### config.mk
export PLATFORM = sky130hd
export DESIGN_NAME = pattern_count_engine
export DESIGN_NICKNAME = d
export VERILOG_FILES = /design/src/rtl/pattern_pkg.sv /design/src/rtl/window_match.sv /design/src/rtl/pattern_count_engine.sv
export SDC_FILE = /design/constraint.sdc
export NUM_CORES = 1
export LEC_CHECK = 0
export CAP_MARGIN = 20
export CORE_UTILIZATION = 42
export DETAILED_ROUTE_END_ITERATION = 8
export HOLD_SLACK_MARGIN = 0.08
export PLACE_DENSITY = 0.65
export RECOVER_POWER = 100
export SYNTH_ARGS = -nofsm -noshare
export SYNTH_HDL_FRONTEND = slang
export SYNTH_SLANG_ARGS = --single-unit
### constraint.sdc
create_clock -name clk -period 4.63 [get_ports clk]
set_input_delay 0.463 -clock clk [delete_from_list [all_inputs] [get_ports clk]]
set_output_delay 0.463 -clock clk [all_outputs]
set_load 0.02 [all_outputs]
### src/rtl/pattern_pkg.sv
// ---------------------------------------------------------------------------
// pattern_pkg
// Shared definitions for the pattern-count engine: controller state encoding,
// fixed byte/window geometry, helper for window counts and the 8-bit
// saturation applied when results are written back to data memory.
// ---------------------------------------------------------------------------
package pattern_pkg;

    typedef enum logic [2:0] {
        ST_IDLE,
        ST_RD_PAT,
        ST_SCAN,
        ST_DRAIN,
        ST_WR0,
        ST_WR1,
        ST_WR2,
        ST_DONE
    } state_t;

    localparam int BYTE_BITS   = 8;
    // At most one string window ends in each bit of a new byte.
    localparam int MAX_WINDOWS = BYTE_BITS;
    // Width of per-byte hit counts (0..MAX_WINDOWS).
    localparam int HIT_W       = 4;
    // Width of the valid-bit count fed to the matcher (up to 15).
    localparam int VB_W        = 4;

    // Windows fully contained in one byte for a given pattern width.
    function automatic int inbyte_windows(input int pat_w);
        return BYTE_BITS - pat_w + 1;
    endfunction

    function automatic logic [7:0] sat8(input int unsigned v);
        return (v > 32'd255) ? 8'hFF : v[7:0];
    endfunction

endpackage

### src/rtl/window_match.sv
// ---------------------------------------------------------------------------
// window_match
// Combinational matcher for one message byte. window_bits is {carry, byte}:
// the previous byte's low PAT_W-1 bits sit above the new byte, so bit k of the
// vector is later in the bit string than bit k+1. Window k is
// window_bits[k+PAT_W-1:k]; it ends inside the new byte for every k in 0..7.
//
// Ports:
//   window_bits  in   {carry, byte}
//   pattern      in   pattern, MSB first
//   valid_bits   in   how many LSBs of window_bits hold real string bits
//   inbyte_hits  out  matches among windows fully inside the byte
//   any_hit      out  at least one in-byte match
//   string_hits  out  matches among valid windows ending in the byte
// ---------------------------------------------------------------------------
module window_match
    import pattern_pkg::*;
#(
    parameter int PAT_W = 5
) (
    input  logic [PAT_W+BYTE_BITS-2:0] window_bits,
    input  logic [PAT_W-1:0]           pattern,
    input  logic [VB_W-1:0]            valid_bits,
    output logic [HIT_W-1:0]           inbyte_hits,
    output logic                       any_hit,
    output logic [HIT_W-1:0]           string_hits
);

    localparam int INB_WIN = inbyte_windows(PAT_W);

    always_comb begin
        inbyte_hits = '0;
        string_hits = '0;
        for (int k = 0; k < MAX_WINDOWS; k++) begin
            if (window_bits[k +: PAT_W] == pattern) begin
                if (k < INB_WIN) begin
                    inbyte_hits = inbyte_hits + HIT_W'(1);
                end
                // Windows reaching into carry bits that were never loaded
                // (first byte of a run) are excluded.
                if ((k + PAT_W) <= int'(valid_bits)) begin
                    string_hits = string_hits + HIT_W'(1);
                end
            end
        end
    end

    assign any_hit = |inbyte_hits;

endmodule

### src/rtl/pattern_count_engine.sv
// ---------------------------------------------------------------------------
// pattern_count_engine
// Reads a PAT_W-bit pattern and an N_BYTES-byte message from a synchronous
// data memory, counts in-byte matches, bytes with a match and matches across
// the whole bit string, writes the three counts (saturated to 8 bits) back to
// memory and raises ack. One message byte is processed per clock.
//
// Ports:
//   clk, reset          clock, asynchronous active-high reset
//   start               run request, accepted in IDLE or DONE
//   ack                 high in DONE
//   mem_addr            memory address (registered)
//   mem_rd_data         read data, valid one cycle after the address
//   mem_wr_en/_data     write strobe and data (WR0..WR2 only)
//   cnt_inbyte/_bytes/_string   full-width result counts
// ---------------------------------------------------------------------------
module pattern_count_engine
    import pattern_pkg::*;
#(
    parameter int PAT_W    = 5,
    parameter int N_BYTES  = 32,
    parameter int ADDR_W   = 8,
    parameter int MSG_ADDR = 0,
    parameter int PAT_ADDR = 32,
    parameter int RES_ADDR = 33,
    parameter int CNT_W    = $clog2(8 * N_BYTES + 1)
) (
    input  logic              clk,
    input  logic              reset,
    input  logic              start,
    output logic              ack,
    output logic [ADDR_W-1:0] mem_addr,
    input  logic [7:0]        mem_rd_data,
    output logic              mem_wr_en,
    output logic [7:0]        mem_wr_data,
    output logic [CNT_W-1:0]  cnt_inbyte,
    output logic [CNT_W-1:0]  cnt_bytes,
    output logic [CNT_W-1:0]  cnt_string
);

    localparam int CW    = PAT_W - 1 + BYTE_BITS;
    localparam int IDX_W = $clog2(N_BYTES + 1);

    state_t            state;
    logic [IDX_W-1:0]  idx;
    logic              vld_p0;      // mem_rd_data holds a message byte
    logic [PAT_W-1:0]  pattern;
    logic [PAT_W-2:0]  carry;
    logic              carry_vld;   // carry holds real bits (not first byte)

    logic [HIT_W-1:0]  inb_hits;
    logic [HIT_W-1:0]  str_hits;
    logic              any_hit;
    logic [VB_W-1:0]   vbits;
    logic [CNT_W-1:0]  inbyte_nxt;
    logic [CNT_W-1:0]  bytes_nxt;
    logic [CNT_W-1:0]  string_nxt;

    assign vbits = carry_vld ? VB_W'(CW) : VB_W'(BYTE_BITS);

    window_match #(.PAT_W(PAT_W)) u_match (
        .window_bits (({carry, mem_rd_data})),
        .pattern     (pattern),
        .valid_bits  (vbits),
        .inbyte_hits (inb_hits),
        .any_hit     (any_hit),
        .string_hits (str_hits)
    );

    assign inbyte_nxt = cnt_inbyte + CNT_W'(inb_hits);
    assign bytes_nxt  = cnt_bytes  + CNT_W'(any_hit);
    assign string_nxt = cnt_string + CNT_W'(str_hits);

    always_ff @(posedge clk or posedge reset) begin
        if (reset) begin
            state       <= ST_IDLE;
            idx         <= '0;
            vld_p0      <= 1'b0;
            pattern     <= '0;
            carry       <= '0;
            carry_vld   <= 1'b0;
            cnt_inbyte  <= '0;
            cnt_bytes   <= '0;
            cnt_string  <= '0;
            ack         <= 1'b0;
            mem_addr    <= '0;
            mem_wr_en   <= 1'b0;
            mem_wr_data <= '0;
        end else begin
            // ---- stage p0: byte returned by memory is accumulated ----
            vld_p0 <= (state == ST_SCAN);
            if (vld_p0) begin
                cnt_inbyte <= inbyte_nxt;
                cnt_bytes  <= bytes_nxt;
                cnt_string <= string_nxt;
                carry      <= mem_rd_data[PAT_W-2:0];
                carry_vld  <= 1'b1;
            end

            case (state)
                ST_IDLE, ST_DONE: begin
                    if (start) begin
                        state      <= ST_RD_PAT;
                        mem_addr   <= ADDR_W'(PAT_ADDR);
                        ack        <= 1'b0;
                        cnt_inbyte <= '0;
                        cnt_bytes  <= '0;
                        cnt_string <= '0;
                        carry      <= '0;
                        carry_vld  <= 1'b0;
                    end
                end
                ST_RD_PAT: begin
                    state    <= ST_SCAN;
                    idx      <= '0;
                    mem_addr <= ADDR_W'(MSG_ADDR);
                end
                ST_SCAN: begin
                    // Pattern read issued in RD_PAT returns in the first SCAN cycle.
                    if (idx == '0) begin
                        pattern <= mem_rd_data[7 -: PAT_W];
                    end
                    if (idx == IDX_W'(N_BYTES - 1)) begin
                        state    <= ST_DRAIN;
                        mem_addr <= '0;
                    end else begin
                        idx      <= idx + IDX_W'(1);
                        mem_addr <= ADDR_W'(MSG_ADDR) + ADDR_W'(idx) + ADDR_W'(1);
                    end
                end
                ST_DRAIN: begin
                    // Last byte is accumulated on this edge, so use the next value.
                    state       <= ST_WR0;
                    mem_addr    <= ADDR_W'(RES_ADDR);
                    mem_wr_en   <= 1'b1;
                    mem_wr_data <= sat8(32'(inbyte_nxt));
                end
                ST_WR0: begin
                    state       <= ST_WR1;
                    mem_addr    <= ADDR_W'(RES_ADDR + 1);
                    mem_wr_data <= sat8(32'(cnt_bytes));
                end
                ST_WR1: begin
                    state       <= ST_WR2;
                    mem_addr    <= ADDR_W'(RES_ADDR + 2);
                    mem_wr_data <= sat8(32'(cnt_string));
                end
                ST_WR2: begin
                    state       <= ST_DONE;
                    mem_addr    <= '0;
                    mem_wr_en   <= 1'b0;
                    mem_wr_data <= '0;
                    ack         <= 1'b1;
                end
                default: state <= ST_IDLE;
            endcase
        end
    end

endmodule

After elaboration in Yosys (flattened, before gate mapping)
Index checks and enable logic that the tools add are counted.
W data, S select, Z words.
{"block": "word_totals", "output_inout_bits": 45, "inputBits": 11, "register_bits": 65}
{"block": "classes", "mux": 51, "n_eq_ne": 19, "reduce_logical": 13, "n_addsub": 15, "magnitude_cmp": 11}
{"cell": "$mux W4", "n": 21}
{"cell": "$mux W9", "n": 9}
{"cell": "$pmux W8 S6", "n": 1}
{"cell": "$eq A5 B5 Y1", "n": 8}
{"cell": "$add A4 B1 Y4 const B", "n": 9}
{"cell": "$mux W8", "n": 4}
{"cell": "$pmux W8 S4", "n": 1}
{"cell": "$gt A9 B8 Y1 const B", "n": 3}
{"cell": "$pmux W3 S7", "n": 1}
{"cell": "$le A4 B4 Y1 const A", "n": 5}
{"cell": "$add A9 B4 Y9", "n": 2}
{"cell": "$eq A3 B3 Y1 const B", "n": 4}
{"cell": "$le A3 B4 Y1 const A", "n": 3}
{"cell": "$pmux W6 S2", "n": 1}
{"cell": "$add A9 B1 Y9", "n": 1}
{"cell": "$mux W3", "n": 3}
{"cell": "$reduce_and A2 Y1", "n": 4}
{"cell": "$add A6 B1 Y7 const B", "n": 1}
{"cell": "$mux W7", "n": 1}
{"cell": "$add A6 B1 Y6 const B", "n": 1}
{"cell": "$eq A3 B2 Y1 const B", "n": 2}
{"cell": "$eq A6 B5 Y1 const B", "n": 1}
{"cell": "$logic_not A6 Y1", "n": 1}
{"cell": "$mux W1", "n": 6}
{"cell": "11 further kinds", "n": 16}

Depth between registers and ports, before layout
Gate-level depths: netlist of the first run.
{"block": "logic_depth", "word_depth": 29, "depth_mapped": 30}

Cells and area by module
From an unflattened synthesis of the first run, not the netlist that was laid out.
{"block": "hier_totals", "cells_unflattened": 527, "area_unflattened_um2": 4832.1}
{"module": "pattern_count_engine", "area_per_inst_um2": 3604.7, "n_inst": 1, "cells_each": 376}
{"module": "window_match", "area_per_inst_um2": 1227.4, "n_inst": 1, "cells_each": 151}

Worst setup path after synthesis of the first run
OpenSTA, ideal clock, no wires.
{"block": "synth_path", "path_kind": "input to register", "from": "input mem_rd_data[4]", "to": "register cnt_string[8]", "arrival_ns": 4.740, "n_path_buf": 2, "setup_ns": 0.132, "path_slack_ns": -0.242, "stages": 28, "required_time_ns": 4.498, "cell_sequence": "buf_2 -> xor2_1 -> nor2_1 -> and4_1 -> ha_1 -> inv_1 -> a32o_1 -> o221a_1 -> buf_6 -> ha_1 -> xor2_1 -> nand2_1 -> o21ai_0 -> ha_1 -> nand2_1 -> o211a_1 -> o31ai_4 -> ha_1 -> mux2_4 -> inv_2 -> fa_1 -> nor2b_1 -> o21ai_0 -> nand2b_1 -> nor2b_1 -> nand4_1 -> xor2_1 -> nor2_1"}
{"block": "synth_between", "elab_chain_len": 27, "elab_cells_between_ends": 31, "cone_classes": "8 x add/sub; 5 x eq/ne; 18 x mux"}
{"element": "start, declared", "line_no": "pattern_count_engine.sv:33", "text": "input logic [7:0] mem_rd_data,"}
{"element": "$eq A5 B5 Y1", "line_no": "window_match.sv:35", "text": "if (window_bits[k +: PAT_W] == pattern) begin"}
{"element": "$mux W4", "line_no": "window_match.sv:35"}
{"element": "$add A4 B1 Y4", "line_no": "window_match.sv:42", "text": "string_hits = string_hits + HIT_W'(1);"}
{"element": "$mux W4", "line_no": "window_match.sv:41", "text": "if ((k + PAT_W) <= int'(valid_bits)) begin"}
{"element": "$mux W4", "line_no": "window_match.sv:35"}
{"element": "$add A4 B1 Y4", "line_no": "window_match.sv:42"}
{"element": "$mux W4", "line_no": "window_match.sv:41"}
{"element": "$mux W4", "line_no": "window_match.sv:35"}
{"element": "[... 11 more ...]"}
{"element": "$mux W4 (*)", "line_no": "window_match.sv:35"}
{"element": "$add A4 B1 Y4", "line_no": "window_match.sv:42"}
{"element": "$mux W4", "line_no": "window_match.sv:41"}
{"element": "$mux W4 (*)", "line_no": "window_match.sv:35"}
{"element": "$add A9 B4 Y9 (*)", "line_no": "pattern_count_engine.sv:72", "text": "assign string_nxt = cnt_string + CNT_W'(str_hits);"}
{"element": "$mux W9 (*)", "line_no": "pattern_count_engine.sv:92", "text": "if (vld_p0) begin"}
{"element": "$mux W9", "line_no": "pattern_count_engine.sv:102", "text": "if (start) begin"}
{"element": "$mux W9 (*)", "line_no": "pattern_count_engine.sv:100", "text": "case (state)"}
{"element": "end signal, assigned", "line_no": "pattern_count_engine.sv:95", "text": "cnt_string <= string_nxt;"}
{"element": "end, declared", "line_no": "pattern_count_engine.sv:38", "text": "output logic [CNT_W-1:0] cnt_string"}
Mark *: on every way between the ends. The rest lies on a longest branch, timed or not.
A chain may end at the register's enable or synchronous reset.

Worst setup path in the final report of the first run
{"block": "layout_path", "from": "register pattern[4]", "to": "register cnt_string[8]"}
{"block": "layout_between", "elab_chain_len": 27, "elab_cells_between_ends": 34, "cone_classes": "8 x add/sub; 8 x eq/ne; 18 x mux"}
{"element": "start, declared", "line_no": "pattern_count_engine.sv:47", "text": "logic [PAT_W-1:0] pattern;"}
{"element": "start signal, assigned", "line_no": "pattern_count_engine.sv:121", "text": "pattern <= mem_rd_data[7 -: PAT_W];"}
{"element": "$eq A5 B5 Y1", "line_no": "window_match.sv:35"}
{"element": "$mux W4", "line_no": "window_match.sv:35"}
{"element": "$add A4 B1 Y4", "line_no": "window_match.sv:42"}
{"element": "$mux W4", "line_no": "window_match.sv:41"}
{"element": "$mux W4", "line_no": "window_match.sv:35"}
{"element": "$add A4 B1 Y4", "line_no": "window_match.sv:42"}
{"element": "$mux W4", "line_no": "window_match.sv:41"}
{"element": "$mux W4", "line_no": "window_match.sv:35"}
{"element": "[... 11 more ...]"}
{"element": "$mux W4", "line_no": "window_match.sv:35"}
{"element": "$add A4 B1 Y4", "line_no": "window_match.sv:42"}
{"element": "$mux W4", "line_no": "window_match.sv:41"}
{"element": "$mux W4 (*)", "line_no": "window_match.sv:35"}
{"element": "$add A9 B4 Y9 (*)", "line_no": "pattern_count_engine.sv:72"}
{"element": "$mux W9 (*)", "line_no": "pattern_count_engine.sv:92"}
{"element": "$mux W9", "line_no": "pattern_count_engine.sv:102"}
{"element": "$mux W9 (*)", "line_no": "pattern_count_engine.sv:100"}
Marks and branches as above.

==> run metrics, run 1 <==
status finished, violations left; failing checks capacitance limit, slew limit, setup timing; Final Wtd Congestion 0.816; Area Overhead vs Synth 28.1%; Hold Startpoint mem_addr[4]; first-pass GRT wire length ~18 mm; largest area contributor in the netlist dfrtp_1; CTS Buffer Depth 2; Worst path max stage delay 0.42 ns; remaining antenna violation count 0; Synth area leaders dfrtp_1 (35%), xnor2_1 (8.0%), xor2_1 (7.6%); reg2reg start pattern[4]; Static Leak 0.00270 µW; Tightest Pin Transition 1.64 ns; Final min period 4.71 ns; Yosys warning count 0; hold path depth 1; Power Total ~3200 µW; share of layout cells above drive strength 1 about 17%; initial DRC count 73; Metal-1 WL 4.71 mm; core area 10500 µm²; Max VDD drop 0.210 mV; MaxCap Viol Count 1; vias per cell roughly 5.2; CP max FO 4; nets@finish about 630; Yosys cell types 57; clock-pin transition on the worst setup and hold timing paths 0.08 ns; vias in the first global route 3734; origin of the worst setup path pattern[4]; WP buf/inv 5; setup total negative slack -0.0790 ns; GRT Total Usage 19.6%; die width 107 µm; critical path depth in cells 28; drt drc 0; Slew Viols, Final between 40 and 50; initial antenna violation count 0; Avg Synthesized Cell Area around 8.9 µm²; First-pass DRT Iterations 4; via count 3815; grt ovf 0; CTS tree done; top cell type's share of synthesized area around a third; die area 11400 µm²; H-Tree Depth 3; Hold Vio Cnt, Final 0; WP data arrival approximately 4.9 ns; skew final 0.00694 ns; final setup fails 1; Async S/R FF share, synth 100%; Starting Density 43.9%; cell family with most CP delay XOR/XNOR gates; pin count of the biggest net entering global routing 44; I/O pins 56; DR WL/cell 14.5 µm; max_slew headroom -9.50%; FMAX 212 MHz; Crit path required time 4.85 ns; Die Span Y 107 µm; Post-synth EDFFs 0; met3 WL roughly 410 µm; TritonCTS Buffers 9; reg2reg path depth 28; routed wire length 10.7 mm; crit share post-route 102%; Std-Cell Rows 37; most frequent cells in the layout nor2_1 (64), dfrtp_1 (63), o21ai_0 (48); Seq/Total Area, Yosys between 30% and 40%; CTS Root Cell clkbuf_8; Synth Flop Type dfrtp_1; CP endpoint kind flip-flop; startpoint class of the critical path flip-flop; CTS Sinks 64; fin util between 50% and 60%; Hold-fix buffers, CTS 0; met2 wire len 5.31 mm; Fill cells 941; PortBufs 54; Post-DP HPWL 7.76 mm; top sig layer met4; CP Class flip-flop to flip-flop; Hold Crit Class flip-flop to flip-flop; flops & latches, synth 64; most common cell after layout, fill and taps aside nor2_1; post-synthesis cell count 519; unrepaired setup endpoints after global routing true; diode count 0; setup ws final -0.0790 ns; Netlist Area Pre-Place approximately 4600 µm²; clk_lat worst skew 0.35 ns; Crit-path slowest cell dfrtp_1; PD cells 547 nW/µm²
[stage by stage]
stage                     setup slack (ns)  instances  cell area [µm²]  hold slack (ns)
after floorplan                     0.0116        520             4650            0.498
after global placement              -0.421        718             5490            0.481
after detailed placement            -0.584        718             5490            0.474
after CTS                           0.0135        736             5730            0.504
after global routing                -0.358        737             5890            0.525
final                              -0.0790        737             5890            0.498
[power breakdown]
group	internal, µW	leakage, µW	switching [µW]
Sequential	716	0.000833	170
Clock	306	0.000107	236
Combinational	800	0.00176	990
[state kept, by name, indices dropped and copies added (netlist names)]
signal       cells
ack              1
carry            4
cnt_string       9
mem_wr_en        1
mem_wr_data      8
carry_vld        1
mem_addr         7
cnt_bytes        9
vld_p0           1
pattern          5
state            3
idx              6
cnt_inbyte       9
[final cells by class]
type / count / area [µm²] / area share (%)
Multi-Input combinational cell: 403 / 2950 / 50.1
Sequential cell: 64 / 1600 / 27.2
Timing Repair Buffer: 98 / 867 / 14.7
Tap cell: 136 / 170 / 2.89
Clock buffer: 10 / 128 / 2.17
Clock inverter: 6 / 93.8 / 1.59
Inverter: 20 / 77.6 / 1.32
[cell usage after synthesis, drive strengths merged (16+ instances only)]
cell and instances:
nor2 67, xnor2 42, ha 24, mux2i 18
nand2 45, nand3 19, dfrtp 64, clkbuf 16
o21ai 50, xor2 40, buf 17, inv 20
[per-layer routing]
| layer | vias up | global-route usage, % |
|---|---|---|
| met5 | - | 0 |
| met4 | 0 | 5.87 |
| met3 | 19 | 4.19 |
| met2 | 72 | 33.8 |
| met1 | 1812 | 24.6 |
| li1 | 1912 | - |
[final timing paths]
kind | endpoint | slack (ns)
setup / recovery | cnt_string[8] | -0.08
hold / removal | mem_addr[4] | 0.50
hold reg to reg | mem_addr[4] | 0.50
min in group asynchronous | mem_addr[4] | 1.06
max in group asynchronous | cnt_inbyte[8] | 1.72
setup reg to reg | cnt_string[8] | -0.08
[cells by family (layout without fill, tap and decap cells)]
family | count (synthesis) | count (layout) | synth area share, %
buf+inv | 53 | 134 | 5.53
other cells | 1 | 2 | 0.0816
fa+ha+maj | 26 | 26 | 7.41
simple gates | 180 | 180 | 18.9
mux | 24 | 24 | 5.47
flops | 64 | 64 | 34.8
compound gates | 89 | 89 | 12.2
xor+xnor | 82 | 82 | 15.6
[timing repair]
item	CTS	global route
gates cloned	0	0
gates resized for setup	10	24
pin swaps	8	7
setup endpoints to repair	6	7
buffers inserted	2	1
(Power assumes the default switching activity.)
==> run 2: changes to the inputs <==
CORE_UTILIZATION = 51   (was 42)
PLACE_DENSITY = 0.77   (was 0.65)
==> run 2 against run 1 <==
Effect of this change:
- the flow still finishes with violations (capacitance limit, slew limit, setup timing)
- sequential share of layout area grew 0.16 points
- utilization up 11 points
- hold slack worse by 0.00056 ns
- sequential power is 1% higher
- wire length up 1.3%
- die area is 17% lower
- clock skew rose by 0.0050 ns
- largest power group unchanged
==> run metrics, run 2 (synthesis results as in run 1) <==
Final min period 4.69 ns (-0.0200 ns); Worst path max stage delay 0.43 ns (about the same); cell family with most CP delay adder cells; WP data arrival 4.92 ns (about the same); PD cells 564 nW/µm² (+3.1%); grt ovf 0 (unchanged); Area Overhead vs Synth 27.6%; Metal-1 WL 4.53 mm (-3.6%); initial antenna violation count 0 (unchanged); First-pass DRT Iterations 5 (+1); Clock power frac 16.4% (-0.4 points); pin count of the biggest net entering global routing 45 (+2.3%); final std cells w/o fill 710 (-3.7%); routed wire length 10.8 mm (+1.3%); crit share post-route 101% (-0.43 points); core area 8720 µm² (-17%); unrepaired setup endpoints after global routing true; Die Span Y 96.9 µm (-9.1%); Static Leak 0.00259 µW (-3.8%); Setup crit end cnt_string[8]; clk_lat worst skew 0.35 ns (about the same); remaining antenna violation count 0 (unchanged); critical path depth in cells 29 (+3.6%); diode count 0 (unchanged); vias per cell 5.56 (+7.4%); final setup fails 1 (unchanged); top sig layer met4; FMAX 213 MHz (+0.43%); first-pass GRT wire length 17.5 mm (-1.4%); Cell Count Post-Placement 687 (-4.3%); Hold-fix buffers, CTS 0 (unchanged); CTS tree done; critical path's most frequent cell ha_4; max_slew headroom -59.6% (-50 points); startpoint class of the critical path flip-flop; Std-Cell Rows 34 (-8.1%); Internal Power 1880 µW (+3.3%); I/O pins 56 (unchanged); reg2reg start pattern[4]; Switch Pwr 1420 µW (+1.8%); DR WL/cell 15.2 µm (+5.1%); Slew Viols, Final 45 (+2.3%); worst slack at placement -0.618 ns (-0.0340 ns); status finished, violations left; failing checks capacitance limit, slew limit, setup timing; Tightest Pin Transition 2.39 ns (+0.754 ns); CTS Root Cell clkbuf_8; met2 wire len 5.59 mm (+5.2%); via count 3948 (+3.5%); CP Class flip-flop to flip-flop; Starting Density 52.7% (+8.8 points); CP max FO 3 (-1); nets@finish 635 (+0.32%); vias in the first global route 3818 (+2.2%); CTS Sinks 64 (unchanged); die width 96.9 µm (-9.1%); reg2reg path depth 29 (+3.6%); Final Wtd Congestion 0.882 (+8.1%); clock-pin transition on the worst setup and hold timing paths 0.08 ns (about the same); Hold Crit Class flip-flop to flip-flop; switch share 43.0% (-0.36 points); initial DRC count 176 (+140%); GRT Total Usage 22.8% (+3.2 points); capture point of the worst reg-to-reg path cnt_string[8]; Max VDD drop 0.375 mV (+79%); MaxCap Viol Count 1 (unchanged); Fill cells 675 (-28%); share of layout cells above drive strength 1 17.9% (+0.80 points); Crit-path slowest cell dfrtp_2; TritonCTS Buffers 9 (unchanged); setup ws final -0.0590 ns (+0.0200 ns); WP buf/inv 4 (-1); met3 WL 512 µm (+24%); PortBufs 54 (unchanged); die area 9390 µm² (-17%); drt drc 0 (unchanged); Comb pwr share 56.5% (+0.9 points); Crit path required time 4.86 ns (about the same); Hold Vio Cnt, Final 0 (unchanged); Worst R2R Setup Slack -0.06 ns (+0.02 ns); CTS Buffer Depth 2 (unchanged); sequential share of power 27.1% (-0.4 points); H-Tree Depth 3 (unchanged); most common cell after layout, fill and taps aside nor2_1; origin of the worst setup path pattern[4]; top flop regs cnt_bytes (9), cnt_inbyte (9), cnt_string (9); skew final 0.0119 ns (+0.00501 ns); most frequent cells in the layout nor2_1 (64), dfrtp_1 (61), o21ai_0 (48); Post-DP HPWL 7.72 mm (-0.44%); CP endpoint kind flip-flop
run 2: what timing repair did:
action                     4_1_cts  5_1_grt
pin swaps                        6       14
gates resized for setup         15       23
setup endpoints to repair        6        8
buffers inserted                 3        5
run 2: tightest hold or removal path, cell delays in order, from the launching register on:
cell,delay [ns]
dfrtp_1,0.35
nand2_1,0.04
o21ai_0,0.07
run 2: routing by layer:
layer	track usage, %	vias up
li1	-	1907
met5	0	-
met2	40.2	110
met4	6.31	0
met1	27.6	1914
met3	5.56	17
run 2: worst min-delay path by stage:
stage	depth (start not counted)	to	startpoint
finish	2	mem_addr[3]	mem_addr[3]
global route	2	mem_addr[3]	mem_addr[3]
CTS	2	idx[1]	reset
detailed placement	1	mem_addr[4]	mem_addr[4]
global placement	2	mem_addr[3]	mem_addr[3]
floorplan	1	idx[0]	idx[0]
run 2: area by class of cell:
cell class	instances	area (µm²)	area share (%)
Timing Repair Buffer	100	878	15.0
Multi-Input combinational cell	403	2950	50.3
Sequential cell	64	1610	27.4
Tap cell	108	135	2.30
Inverter	20	77.6	1.32
Clock buffer	11	141	2.41
Clock inverter	4	77.6	1.32
run 2: power groups by stage:
stage	sequential (µW)	clock (µW)	combinational [µW]
floorplan	916	0	1210
global placement	890	0	1680
detailed placement	897	0	1740
CTS	890	549	1780
global route	916	577	2050
finish	896	543	1870
run 2: through the flow:
stage	area, µm²	hold WS (ns)	setup TNS, ns	util, %	power, µW
after CTS	5690	0.441	-0.0412	65.2	3210
after global routing	5860	0.526	-1.15	67.2	3540
after floorplan	4650	0.498	0	-	2130
final	5860	0.498	-0.0590	67.2	3300
after global placement	5430	0.482	-2.22	62.3	2570
after detailed placement	5430	0.486	-4.43	62.3	2640
==> run 3: changes to the inputs <==
PLACE_DENSITY = 0.76   (was 0.77)
RECOVER_POWER = unset   (was 100)
==> run 3 against run 2 <==
Effect of this change:
- clock skew fell by 0.0033 ns
- largest power group unchanged
- utilization grew 0.47 points
- hold slack gained 0.0092 ns
- highest routed layer unchanged
- critical endpoint unchanged
- final area is 0.70% higher
- critical path depth did not move
- clock power shrank 1%
- first-iteration DRC count increased by 5.7%
- combinational power about the same
- sequential power fell by 0.7%
- critical path type unchanged
- clock-buffer cell count is the same
- cell count rose by 0.56%
- sequential share of layout area shrank 0.23 points
- the flow finishes with violations (setup timing)
==> run metrics, run 3 (synthesis results as in run 1) <==
status finished, violations left; failing checks setup timing; clk_lat worst skew 0.34 ns (about the same); Final Wtd Congestion 0.880 (-0.22%); DR WL/cell 14.9 µm (-2.1%); nets@finish 638 (+0.47%); routed wire length 10.6 mm (-1.6%); Std-Cell Rows 34 (unchanged); Crit path required time 4.82 ns (-0.04 ns); initial antenna violation count 0 (unchanged); drt drc 0 (unchanged); Tightest Pin Transition 0.977 ns (-1.42 ns); top flop regs cnt_bytes (9), cnt_inbyte (9), cnt_string (9); Post-DP HPWL 7.57 mm (-2.0%); Worst path max stage delay 0.44 ns (about the same); core area 8720 µm² (unchanged); Fill cells 662 (-1.9%); H-Tree Depth 3 (unchanged); PortBufs 54 (unchanged); MaxCap Viol Count 0 (-1); final std cells w/o fill 714 (+0.56%); crit share post-route 102% (+0.94 points); CTS tree done; via count 3877 (-1.8%); vias per cell 5.43 (-2.3%); TritonCTS Buffers 9 (unchanged); CP Class flip-flop to flip-flop; max_slew headroom 34.6% (+94 points); Max VDD drop 0.388 mV (+3.5%); Die Span Y 96.9 µm (unchanged); worst slack at placement -0.595 ns (+0.0230 ns); initial DRC count 186 (+5.7%); CP max FO 3 (unchanged); share of layout cells above drive strength 1 19.3% (+1.4 points); setup total negative slack -0.125 ns (-0.0659 ns); PD cells 556 nW/µm² (-1.4%); Hold Vio Cnt, Final 0 (unchanged); Starting Density 52.7% (unchanged); Hold Crit Class flip-flop to flip-flop; remaining antenna violation count 0 (unchanged); unrepaired setup endpoints after global routing true; CTS Sinks 64 (unchanged); vias in the first global route 3766 (-1.4%); setup ws final -0.103 ns (-0.0437 ns); Cell Count Post-Placement 690 (+0.44%); diode count 0 (unchanged); CTS Root Cell clkbuf_8; First-pass DRT Iterations 4 (-1); Final min period 4.73 ns (+0.0437 ns); WP data arrival 4.92 ns (about the same); grt ovf 0 (unchanged); Crit-path slowest cell dfrtp_2; skew final 0.00868 ns (-0.00326 ns); Hold-fix buffers, CTS 0 (unchanged); final setup fails 2 (+1); CTS Buffer Depth 2 (unchanged); Area Overhead vs Synth 28.5%; die width 96.9 µm (unchanged); I/O pins 56 (unchanged); most frequent cells in the layout nor2_1 (63), dfrtp_1 (63), o21ai_0 (48), clkdlybuf4s50_1 (48), buf_4 (48); die area 9390 µm² (unchanged); Slew Viols, Final 0 (-100%); GRT Total Usage 23.0% (+0.17 points); FMAX 211 MHz (-0.92%); startpoint class of the critical path flip-flop; CP endpoint kind flip-flop; Static Leak 0.00264 µW (+1.6%); clock-pin transition on the worst setup and hold timing paths 0.07 ns (about the same); pin count of the biggest net entering global routing 46 (+2.2%); first-pass GRT wire length 17.7 mm (+0.79%)
-- run 3: changes by cell type in the layout (fill, tap and decap cells not counted), sizes merged --
cell and delta:
inv -1, dlygate4sd3 -3, clkdlybuf4s50 +3, buf +4, clkinvlp +2, clkbuf -1
-- run 3: stage by stage --
step / hold slack [ns] / power [µW] / cell area [µm²] / util (%)
2_1_floorplan: 0.498 / 2130 / 4650 / -
3_3_place_gp: 0.480 / 2570 / 5450 / 62.5
3_5_place_dp: 0.488 / 2640 / 5450 / 62.5
4_1_cts: 0.506 / 3220 / 5700 / 65.4
5_1_grt: 0.541 / 3530 / 5900 / 67.7
6_report: 0.507 / 3280 / 5900 / 67.7
-- run 3: path summary, 6_finish.rpt --
kind	cells after the start	startpoint	to	slack [ns]
min in group asynchronous	2	reset	carry[3]	0.64
max reg2reg	29	pattern[3]	cnt_string[8]	-0.10
min	2	mem_addr[2]	mem_addr[2]	0.51
max in group asynchronous	3	reset	pattern[3]	3.16
min reg2reg	2	mem_addr[2]	mem_addr[2]	0.51
max	29	pattern[3]	cnt_string[8]	-0.10
-- run 3: critical path, delay by kind of cell (launching register included) --
family / cells / cell delay [ns]
AOI/OAI and AO/OA: 5 / 0.48
xor gates and xnor gates: 4 / 0.56
adders and majority gates: 6 / 1.62
buffers and inverters: 3 / 0.22
DFF: 1 / 0.44
muxes: 1 / 0.16
and+or+nand+nor: 10 / 1.08
-- run 3: timing repair --
item                                    4_1_cts  5_1_grt
gates resized for setup                      12       26
buffers inserted                              2        6
pin swaps                                     9       16
endpoints found under the setup margin        6        8
cloned                                        0        0
-- run 3: report_power, final --
group | internal [µW] | total (µW) | switching (µW)
Sequential | 717 | 890 | 173
Combinational | 850 | 1860 | 1010
Clock | 317 | 536 | 219
Total | 1880 | 3280 | 1400
-- run 3: cell type report --
type                    instances  area (µm²)  area share [%]
inverters                      20        77.6            1.31
repair buffers                103         905            15.3
clock buffers                  11         141            2.39
flip-flops and latches         64        1600            27.1
well taps                     108         135            2.29
multi-input cells             403        2960            50.2
clock inverters                 5        80.1            1.36
-- run 3: routing by layer --
layer / vias to the layer above / global-route usage, % / routed length (µm)
li1: 1915 / - / -
met1: 1857 / 29.8 / 4660
met2: 92 / 39.1 / 5460
met3: 13 / 4.62 / 379
met4: 0 / 6.08 / 125
met5: - / 0 / 0
